## config.mk

```make
export PLATFORM = sky130hd
export DESIGN_NAME = spdif_rx
export DESIGN_NICKNAME = d
export VERILOG_FILES = /design/src/rtl/spdif_rx_pkg.sv /design/src/rtl/spdif_rx_bmc.sv /design/src/rtl/spdif_rx.sv
export SDC_FILE = /design/constraint.sdc
export NUM_CORES = 1
export LEC_CHECK = 0
export BUFFER_PORTS_ARGS = -buffer_cell sky130_fd_sc_hd__buf_2
export CORE_ASPECT_RATIO = 1.4
export CORE_MARGIN = 2
export CORE_UTILIZATION = 60
export CTS_CLUSTER_DIAMETER = 30
export DETAILED_ROUTE_END_ITERATION = 10
export HOLD_SLACK_MARGIN = 0.06
export PLACE_DENSITY = 0.88
export SLEW_MARGIN = 40
export SYNTH_ARGS = -nofsm -noshare
export SYNTH_HDL_FRONTEND = slang
export SYNTH_SLANG_ARGS = --single-unit
```

## constraint.sdc

```tcl
create_clock -name clk -period 4.35 [get_ports clk]
set_clock_uncertainty 0.1 [all_clocks]
set_input_delay 0.87 -clock clk [delete_from_list [all_inputs] [get_ports clk]]
set_output_delay 0.87 -clock clk [all_outputs]
set_load 0.03 [all_outputs]
```

## src/rtl/spdif_rx_pkg.sv

```systemverilog
// Shared S/PDIF receive definitions: interval classes, preamble
// codes, slot indices and the interval classifier.
package spdif_rx_pkg;

    typedef enum logic [1:0] {
        CLS_S   = 2'd0,
        CLS_M   = 2'd1,
        CLS_L   = 2'd2,
        CLS_ERR = 2'd3
    } cls_t;

    typedef enum logic [1:0] {
        PRE_B    = 2'd0,
        PRE_M    = 2'd1,
        PRE_W    = 2'd2,
        PRE_NONE = 2'd3
    } pre_t;

    typedef enum logic [1:0] {
        ST_HUNT = 2'd0,
        ST_PRE  = 2'd1,
        ST_DATA = 2'd2
    } state_t;

    localparam int SLOT_AUX   = 4;
    localparam int SLOT_AUDIO = 8;
    localparam int SLOT_V     = 28;
    localparam int SLOT_U     = 29;
    localparam int SLOT_C     = 30;
    localparam int SLOT_P     = 31;

    // Bit positions inside the 28-bit payload word (slot 4 = bit 0).
    localparam int BIT_V = SLOT_V - SLOT_AUX;
    localparam int BIT_U = SLOT_U - SLOT_AUX;
    localparam int BIT_C = SLOT_C - SLOT_AUX;

    function automatic cls_t classify(
        input int n,
        input int th_sm,
        input int th_ml,
        input int th_max
    );
        if (n < th_sm)       return CLS_S;
        else if (n < th_ml)  return CLS_M;
        else if (n <= th_max) return CLS_L;
        return CLS_ERR;
    endfunction

    // Classes 2..4 of a preamble; the leading L is implied.
    function automatic pre_t pre_decode(
        input cls_t c1,
        input cls_t c2,
        input cls_t c3
    );
        pre_t p;
        p = PRE_NONE;
        unique case (1'b1)
            (c1 == CLS_S && c2 == CLS_S && c3 == CLS_L): p = PRE_B;
            (c1 == CLS_L && c2 == CLS_S && c3 == CLS_S): p = PRE_M;
            (c1 == CLS_M && c2 == CLS_S && c3 == CLS_M): p = PRE_W;
            default: p = PRE_NONE;
        endcase
        return p;
    endfunction

endpackage

```

## src/rtl/spdif_rx_bmc.sv

```systemverilog
// Biphase-mark front end: synchronizer, edge detect, interval
// counter and S/M/L classifier.
// Ports: clk, rst_n (sync, active-low), spdif (async line),
//        cls_stb/cls (classified interval), tmo (timeout pulse).
import spdif_rx_pkg::*;

module spdif_rx_bmc #(
    parameter int TH_SM  = 6,
    parameter int TH_ML  = 10,
    parameter int TH_MAX = 15
) (
    input  logic       clk,
    input  logic       rst_n,
    input  logic       spdif,
    output logic       cls_stb,
    output logic [1:0] cls,
    output logic       tmo
);

    localparam int CW = $clog2(TH_MAX + 2);
    localparam logic [CW-1:0] C_ONE = CW'(1);
    localparam logic [CW-1:0] C_MAX = CW'(TH_MAX);
    localparam logic [CW-1:0] C_SAT = CW'(TH_MAX + 1);

    logic          r_sync1;
    logic          r_sync2;
    logic          r_prev;
    logic          r_armed;
    logic [CW-1:0] r_cnt;
    logic          w_edge;
    cls_t          w_cls;

    assign w_edge = r_sync2 ^ r_prev;
    assign w_cls  = classify(32'(r_cnt), TH_SM, TH_ML, TH_MAX);

    always_ff @(posedge clk) begin
        if (!rst_n) begin
            r_sync1 <= 1'b0;
            r_sync2 <= 1'b0;
            r_prev  <= 1'b0;
            r_armed <= 1'b0;
            r_cnt   <= '0;
            cls_stb <= 1'b0;
            cls     <= 2'd0;
            tmo     <= 1'b0;
        end else begin
            r_sync1 <= spdif;
            r_sync2 <= r_sync1;
            r_prev  <= r_sync2;
            cls_stb <= 1'b0;
            tmo     <= 1'b0;
            if (w_edge) begin
                // r_cnt holds the cycles since the previous edge.
                r_cnt   <= C_ONE;
                r_armed <= 1'b1;
                if (r_armed) begin
                    cls_stb <= 1'b1;
                    cls     <= w_cls;
                end
            end else begin
                if (r_cnt != C_SAT) begin
                    r_cnt <= r_cnt + 1'b1;
                end
                // Timeout fires as the counter steps past TH_MAX;
                // the next edge then only re-arms timing.
                if (r_armed && r_cnt == C_MAX) begin
                    tmo     <= 1'b1;
                    r_armed <= 1'b0;
                end
            end
        end
    end

endmodule

```

## src/rtl/spdif_rx.sv

```systemverilog
// S/PDIF receiver: preamble/slot FSM, payload shift register,
// parity check, lock tracking and output registers.
// Ports: clk, rst_n (sync, active-low), spdif (async line),
//        out_data/chan/blk/v/u/c/perr valid on out_stb, locked.
import spdif_rx_pkg::*;

module spdif_rx #(
    parameter int TH_SM  = 6,
    parameter int TH_ML  = 10,
    parameter int TH_MAX = 15,
    parameter int LOCK_N = 4
) (
    input  logic        clk,
    input  logic        rst_n,
    input  logic        spdif,
    output logic [23:0] out_data,
    output logic        out_chan,
    output logic        out_blk,
    output logic        out_v,
    output logic        out_u,
    output logic        out_c,
    output logic        out_perr,
    output logic        out_stb,
    output logic        locked
);

    localparam int GW = $clog2(LOCK_N + 1);
    localparam logic [GW-1:0] G_MAX   = GW'(LOCK_N);
    localparam logic [4:0]    S_FIRST = 5'(SLOT_AUX);
    localparam logic [4:0]    S_LAST  = 5'(SLOT_P);

    logic        w_cls_stb;
    logic [1:0]  w_cls_raw;
    logic        w_tmo;
    cls_t        w_cls;

    state_t      r_state;
    state_t      w_state_nxt;
    logic [1:0]  r_pcnt;
    cls_t        r_c1;
    cls_t        r_c2;
    pre_t        r_pre;
    logic [4:0]  r_slot;
    logic        r_half;
    logic [26:0] r_sr;
    logic [GW-1:0] r_good;

    logic        w_err;
    logic        w_pre_ok;
    logic        w_bit_en;
    logic        w_bit;
    logic        w_half_nxt;
    logic        w_done;
    logic        w_perr;
    pre_t        w_pre;
    logic [27:0] w_word;
    logic [GW-1:0] w_good_inc;

    spdif_rx_bmc #(
        .TH_SM  (TH_SM),
        .TH_ML  (TH_ML),
        .TH_MAX (TH_MAX)
    ) u_bmc (
        .clk     (clk),
        .rst_n   (rst_n),
        .spdif   (spdif),
        .cls_stb (w_cls_stb),
        .cls     (w_cls_raw),
        .tmo     (w_tmo)
    );

    assign w_cls      = cls_t'(w_cls_raw);
    assign w_pre      = pre_decode(r_c1, r_c2, w_cls);
    assign w_word     = {w_bit, r_sr};
    assign w_perr     = ^w_word;
    assign w_good_inc = (r_good == G_MAX) ? G_MAX : r_good + 1'b1;

    // State register.
    always_ff @(posedge clk) begin
        if (!rst_n) begin
            r_state <= ST_HUNT;
        end else begin
            r_state <= w_state_nxt;
        end
    end

    // Next state.
    always_comb begin
        w_state_nxt = r_state;
        unique case (r_state)
            ST_HUNT: begin
                if (w_cls_stb && w_cls == CLS_L) begin
                    w_state_nxt = ST_PRE;
                end
            end
            ST_PRE: begin
                if (w_err) begin
                    w_state_nxt = ST_HUNT;
                end else if (w_pre_ok) begin
                    w_state_nxt = ST_DATA;
                end
            end
            ST_DATA: begin
                // The edge closing slot 31 opens the next preamble.
                if (w_err || w_done) begin
                    w_state_nxt = ST_HUNT;
                end
            end
            default: w_state_nxt = ST_HUNT;
        endcase
    end

    // Per-interval decode events.
    always_comb begin
        w_err      = 1'b0;
        w_pre_ok   = 1'b0;
        w_bit_en   = 1'b0;
        w_bit      = 1'b0;
        w_half_nxt = r_half;
        if (w_tmo) begin
            w_err = 1'b1;
        end else if (w_cls_stb) begin
            unique case (r_state)
                ST_PRE: begin
                    if (r_pcnt == 2'd2) begin
                        if (w_pre == PRE_NONE) begin
                            w_err = 1'b1;
                        end else begin
                            w_pre_ok = 1'b1;
                        end
                    end
                end
                ST_DATA: begin
                    unique case (w_cls)
                        CLS_S: begin
                            if (r_half) begin
                                w_bit_en   = 1'b1;
                                w_bit      = 1'b1;
                                w_half_nxt = 1'b0;
                            end else begin
                                w_half_nxt = 1'b1;
                            end
                        end
                        CLS_M: begin
                            if (r_half) begin
                                w_err = 1'b1;
                            end else begin
                                w_bit_en = 1'b1;
                            end
                        end
                        default: w_err = 1'b1;
                    endcase
                end
                default: ;
            endcase
        end
        w_done = w_bit_en && (r_slot == S_LAST);
    end

    // Datapath, lock and output registers.
    always_ff @(posedge clk) begin
        if (!rst_n) begin
            r_pcnt   <= 2'd0;
            r_c1     <= CLS_S;
            r_c2     <= CLS_S;
            r_pre    <= PRE_B;
            r_slot   <= 5'd0;
            r_half   <= 1'b0;
            r_sr     <= '0;
            r_good   <= '0;
            out_data <= '0;
            out_chan <= 1'b0;
            out_blk  <= 1'b0;
            out_v    <= 1'b0;
            out_u    <= 1'b0;
            out_c    <= 1'b0;
            out_perr <= 1'b0;
            out_stb  <= 1'b0;
            locked   <= 1'b0;
        end else begin
            out_stb <= 1'b0;
            if (r_state == ST_HUNT) begin
                r_pcnt <= 2'd0;
            end
            if (w_cls_stb && r_state == ST_PRE) begin
                r_c1   <= r_c2;
                r_c2   <= w_cls;
                r_pcnt <= r_pcnt + 1'b1;
            end
            if (w_pre_ok) begin
                r_pre  <= w_pre;
                r_slot <= S_FIRST;
                r_half <= 1'b0;
            end
            if (w_cls_stb && r_state == ST_DATA) begin
                r_half <= w_half_nxt;
            end
            if (w_bit_en) begin
                r_sr <= w_word[27:1];
                if (r_slot != S_LAST) begin
                    r_slot <= r_slot + 1'b1;
                end
            end
            if (w_done) begin
                out_stb  <= 1'b1;
                out_data <= w_word[23:0];
                out_v    <= w_word[BIT_V];
                out_u    <= w_word[BIT_U];
                out_c    <= w_word[BIT_C];
                out_perr <= w_perr;
                out_chan <= (r_pre == PRE_W);
                out_blk  <= (r_pre == PRE_B);
            end
            if (w_err) begin
                r_good <= '0;
                locked <= 1'b0;
            end else if (w_done) begin
                if (w_perr) begin
                    r_good <= '0;
                end else begin
                    r_good <= w_good_inc;
                    if (w_good_inc == G_MAX) begin
                        locked <= 1'b1;
                    end
                end
            end
        end
    end

endmodule

```

==> run summary <==
Cell Count, Final, Fillers Out: 575
RR Startpoint: r_state[0]$_SDFFE_PN0P_
Startpoint Class: register
status: complete, no violations
Mapped Cells: 476
RSZ-0062 raised after global routing: no
CP arrival: 2580 ps
LEAKAGE: 1.58 nW
NetSw: 0.333 mW
DRC violations left: 0
Clock Latency Late Sink: 350 ps
Slew Viols, Final: 0
Clk Tree Root Cell: clkbuf_8
cell taking the most area after synthesis: dfxtp_1
R2R Setup Slk: 1950 ps
Layout area overhead: 9.49%
Die Span Y: 99.1 um
internal power: 1.10 mW
ratio of final minimum period to clock period: 55.1%
critical path peak fanout: 17
FF-to-FF path depth: 8
H-tree depth: 3
CTS Hold Bufs: 0
Area contributors post-synth: dfxtp_1 47%, nand2_1 12%, a21oi_1 9.7%
antenna viol nets, final: 0
register area: 1820 um^2
slowest CP cell: a22o_1
Peak Freq: 0.417 GHz
Starting Density: 62.0%
Hold Path End: u_bmc.r_sync2$_SDFF_PN0_
final hold vios: 0
CP Capture Type: register
share of total power in the clock network: 37.5%
share of cells above drive strength 1: 12.1%
drt via density: 5.61
most common cell after layout, fill and taps aside: nand2_1
dpl hpwl: 5160 um
n_diodes: 0
RePlAce Congestion: 0.766
clock sink count: 91
hold_sp: u_bmc.r_sync1$_SDFF_PN0_
CP peak stage delay: 360 ps
commonest non-fill, non-tap cells in the layout: 126 x nand2_1, 91 x dfxtp_1, 75 x a21oi_1
Synth top area share: 47.0%
Fin Setup TNS: 0 ps
largest net degree at the start of global routing: 76
Worst-Margin Slew: 749 ps
Vias: 3,224
CTS tree: built
Synth warnings: 0
dpl cells: 559
FF+latch count, synth: 91
wire length per cell: 13.0 um
vias in the first global route: 2,979
worst hold path stage count: 1
type of the tightest min-delay check: reg -> reg
Final setup viols: 0
Initial DRC Count: 243
mapped cell area: 3880 um^2
core area: 6250 um^2
synth unique cells: 42
Port Buf Inserts: 34
Top FF cell, synth: dfxtp_1
first-pass GRT wire length: 12,900 um
CTS max path bufs: 2
Worst VDD drop: 0.221 mV
xor and xnor area share after synthesis: 7.68%
GRT Util Overall: 22.3%
gr ovfl total: 0
syn_area_per_cell: 8.14 um^2
post-CTS sizing: 0
area of the multi-input gates: 1900 um^2
Max-slew headroom: 50.0%
main combinational cell family by area after synthesis: simple AND/OR/NAND/NOR gates
filler cell count: 506
Sw Ratio: 23.3%
Post-synth EDFFs: 0
Adder-Cell Fraction of Synth Area: 3.55%
Final min period: 2400 ps
Crit path required time: 4530 ps
mux contribution to synthesized area: 1.07%
FF-to-FF End: r_state[0]$_SDFFE_PN0P_
Pre-antenna DRT Iters: 4
initial antenna violation count: 0
Reg power frac: 59.2%
CP cell instances: inv_1 -> ha_1 -> and4bb_1 -> and2_1 -> nand2_1 -> a22o_1 -> a21oi_1 -> mux2i_1
CTS Buf Count: 9
DIE WIDTH: 71.9 um
power per cell area: 337 nW/um^2
Setup CP Type: reg -> reg
final net count: 512
Net Count, Synth: 490
async set or reset register ratio after synthesis: 0%
max_cap viols: 0
Post-CTS Setup Repair Bufs: 0
Reg clk slew, reported paths: 80 ps
fraction of the mapped netlist area in simple logic gates: 21.2%
combinational share of power: 3.4%
Seq/Total Area, Yosys: 47.0%
die area: 7130 um^2
Synth Area in Compound Gates: 15.5%
drt total wl: 7480 um
# IOs: 35
std cell rows: 34
registers in the layout, summed over array words and instances, names as in the netlist, 2 cells and up:
name / count
r_pcnt: 2
out_data: 24
r_c2: 2
r_good: 3
r_slot: 5
u_bmc.r_cnt: 5
u_bmc.cls: 2
r_state: 2
r_pre: 2
r_sr: 27
r_c1: 2
routing by layer:
| layer | share of wire, % | GRT usage, % | vias up |
|---|---|---|---|
| met4 | 1.6 | 11.6 | 0 |
| met5 | 0 | 0 | - |
| met3 | 3.5 | 3.55 | 15 |
| li1 | - | - | 1624 |
| met1 | 41 | 25.9 | 1516 |
| met2 | 54 | 39.0 | 69 |
Yosys cell counts, types with 3 or more instances:
cell type / number
a21oi_1: 75
a31oi_1: 6
and2_1: 5
and3_1: 3
buf_1: 6
buf_2: 5
clkbuf_1: 15
dfxtp_1: 91
ha_1: 11
inv_1: 12
mux2i_1: 3
nand2_1: 127
nand2b_1: 5
nand3_1: 14
nor2_1: 20
nor2b_1: 4
nor3_1: 7
o21a_1: 3
o21ai_0: 6
xnor2_1: 27
xor2_1: 7
worst max path at each step:
| stage | slack, ps | cells after the start | end | startpoint |
|---|---|---|---|---|
| final | 1950 | 8 | r_state[0]$_SDFFE_PN0P_ | r_state[0]$_SDFFE_PN0P_ |
| after global routing | 1720 | 8 | r_state[0]$_SDFFE_PN0P_ | r_state[0]$_SDFFE_PN0P_ |
| after CTS | 1920 | 7 | r_slot[2]$_SDFF_PN0_ | r_state[0]$_SDFFE_PN0P_ |
| after detailed placement | 1940 | 7 | r_slot[3]$_SDFF_PN0_ | r_state[0]$_SDFFE_PN0P_ |
| after global placement | 2040 | 7 | r_slot[2]$_SDFF_PN0_ | r_state[0]$_SDFFE_PN0P_ |
| after floorplan | 2230 | 9 | r_state[0]$_SDFFE_PN0P_ | r_state[1]$_SDFFE_PN0P_ |
final cells by class:
type	count	share of cell area, %
well taps	72	2.12
flip-flops and latches	91	42.9
repair buffers	38	4.72
multi-input cells	346	44.8
clock inverters	5	0.825
inverters	12	1.06
clock buffers	11	3.57
critical path, delay by kind of cell, from the launching register on:
family	cells	cell delay (ps)
adders and majority gates	1	250
buffers and inverters	1	90
AOI/OAI and AO/OA	2	530
and+or+nand+nor	3	820
DFF	1	330
muxes	1	200
power groups by stage:
stage	logic, mW	clock network [mW]	registers (mW)
final	0.0479	0.535	0.845
after detailed placement	0.0471	0	0.865
after global placement	0.0452	0	0.864
after global routing	0.0534	0.582	0.846
after CTS	0.0474	0.545	0.845
after floorplan	0.0397	0	0.862
logic make-up after synthesis:
family                   Yosys count
multiplexers                       4
buffers and inverters             39
AO/OA/AOI/OAI                    105
XOR/XNOR                          34
adder cells (fa/ha/maj)           11
AND/OR/NAND/NOR                  192
flip-flops                        91
stage by stage:
stage	setup WS, ps	utilization, %	hold WS, ps	instance area [um^2]	power [mW]
6_report	1950	67.9	348	4240	1.43
5_1_grt	1720	67.9	379	4240	1.48
4_1_cts	1920	67.8	352	4240	1.44
2_1_floorplan	2230	-	312	3880	0.902
3_3_place_gp	2040	64.8	325	4060	0.909
3_5_place_dp	1940	64.8	333	4060	0.912
Power figures use the tool's default switching activity.
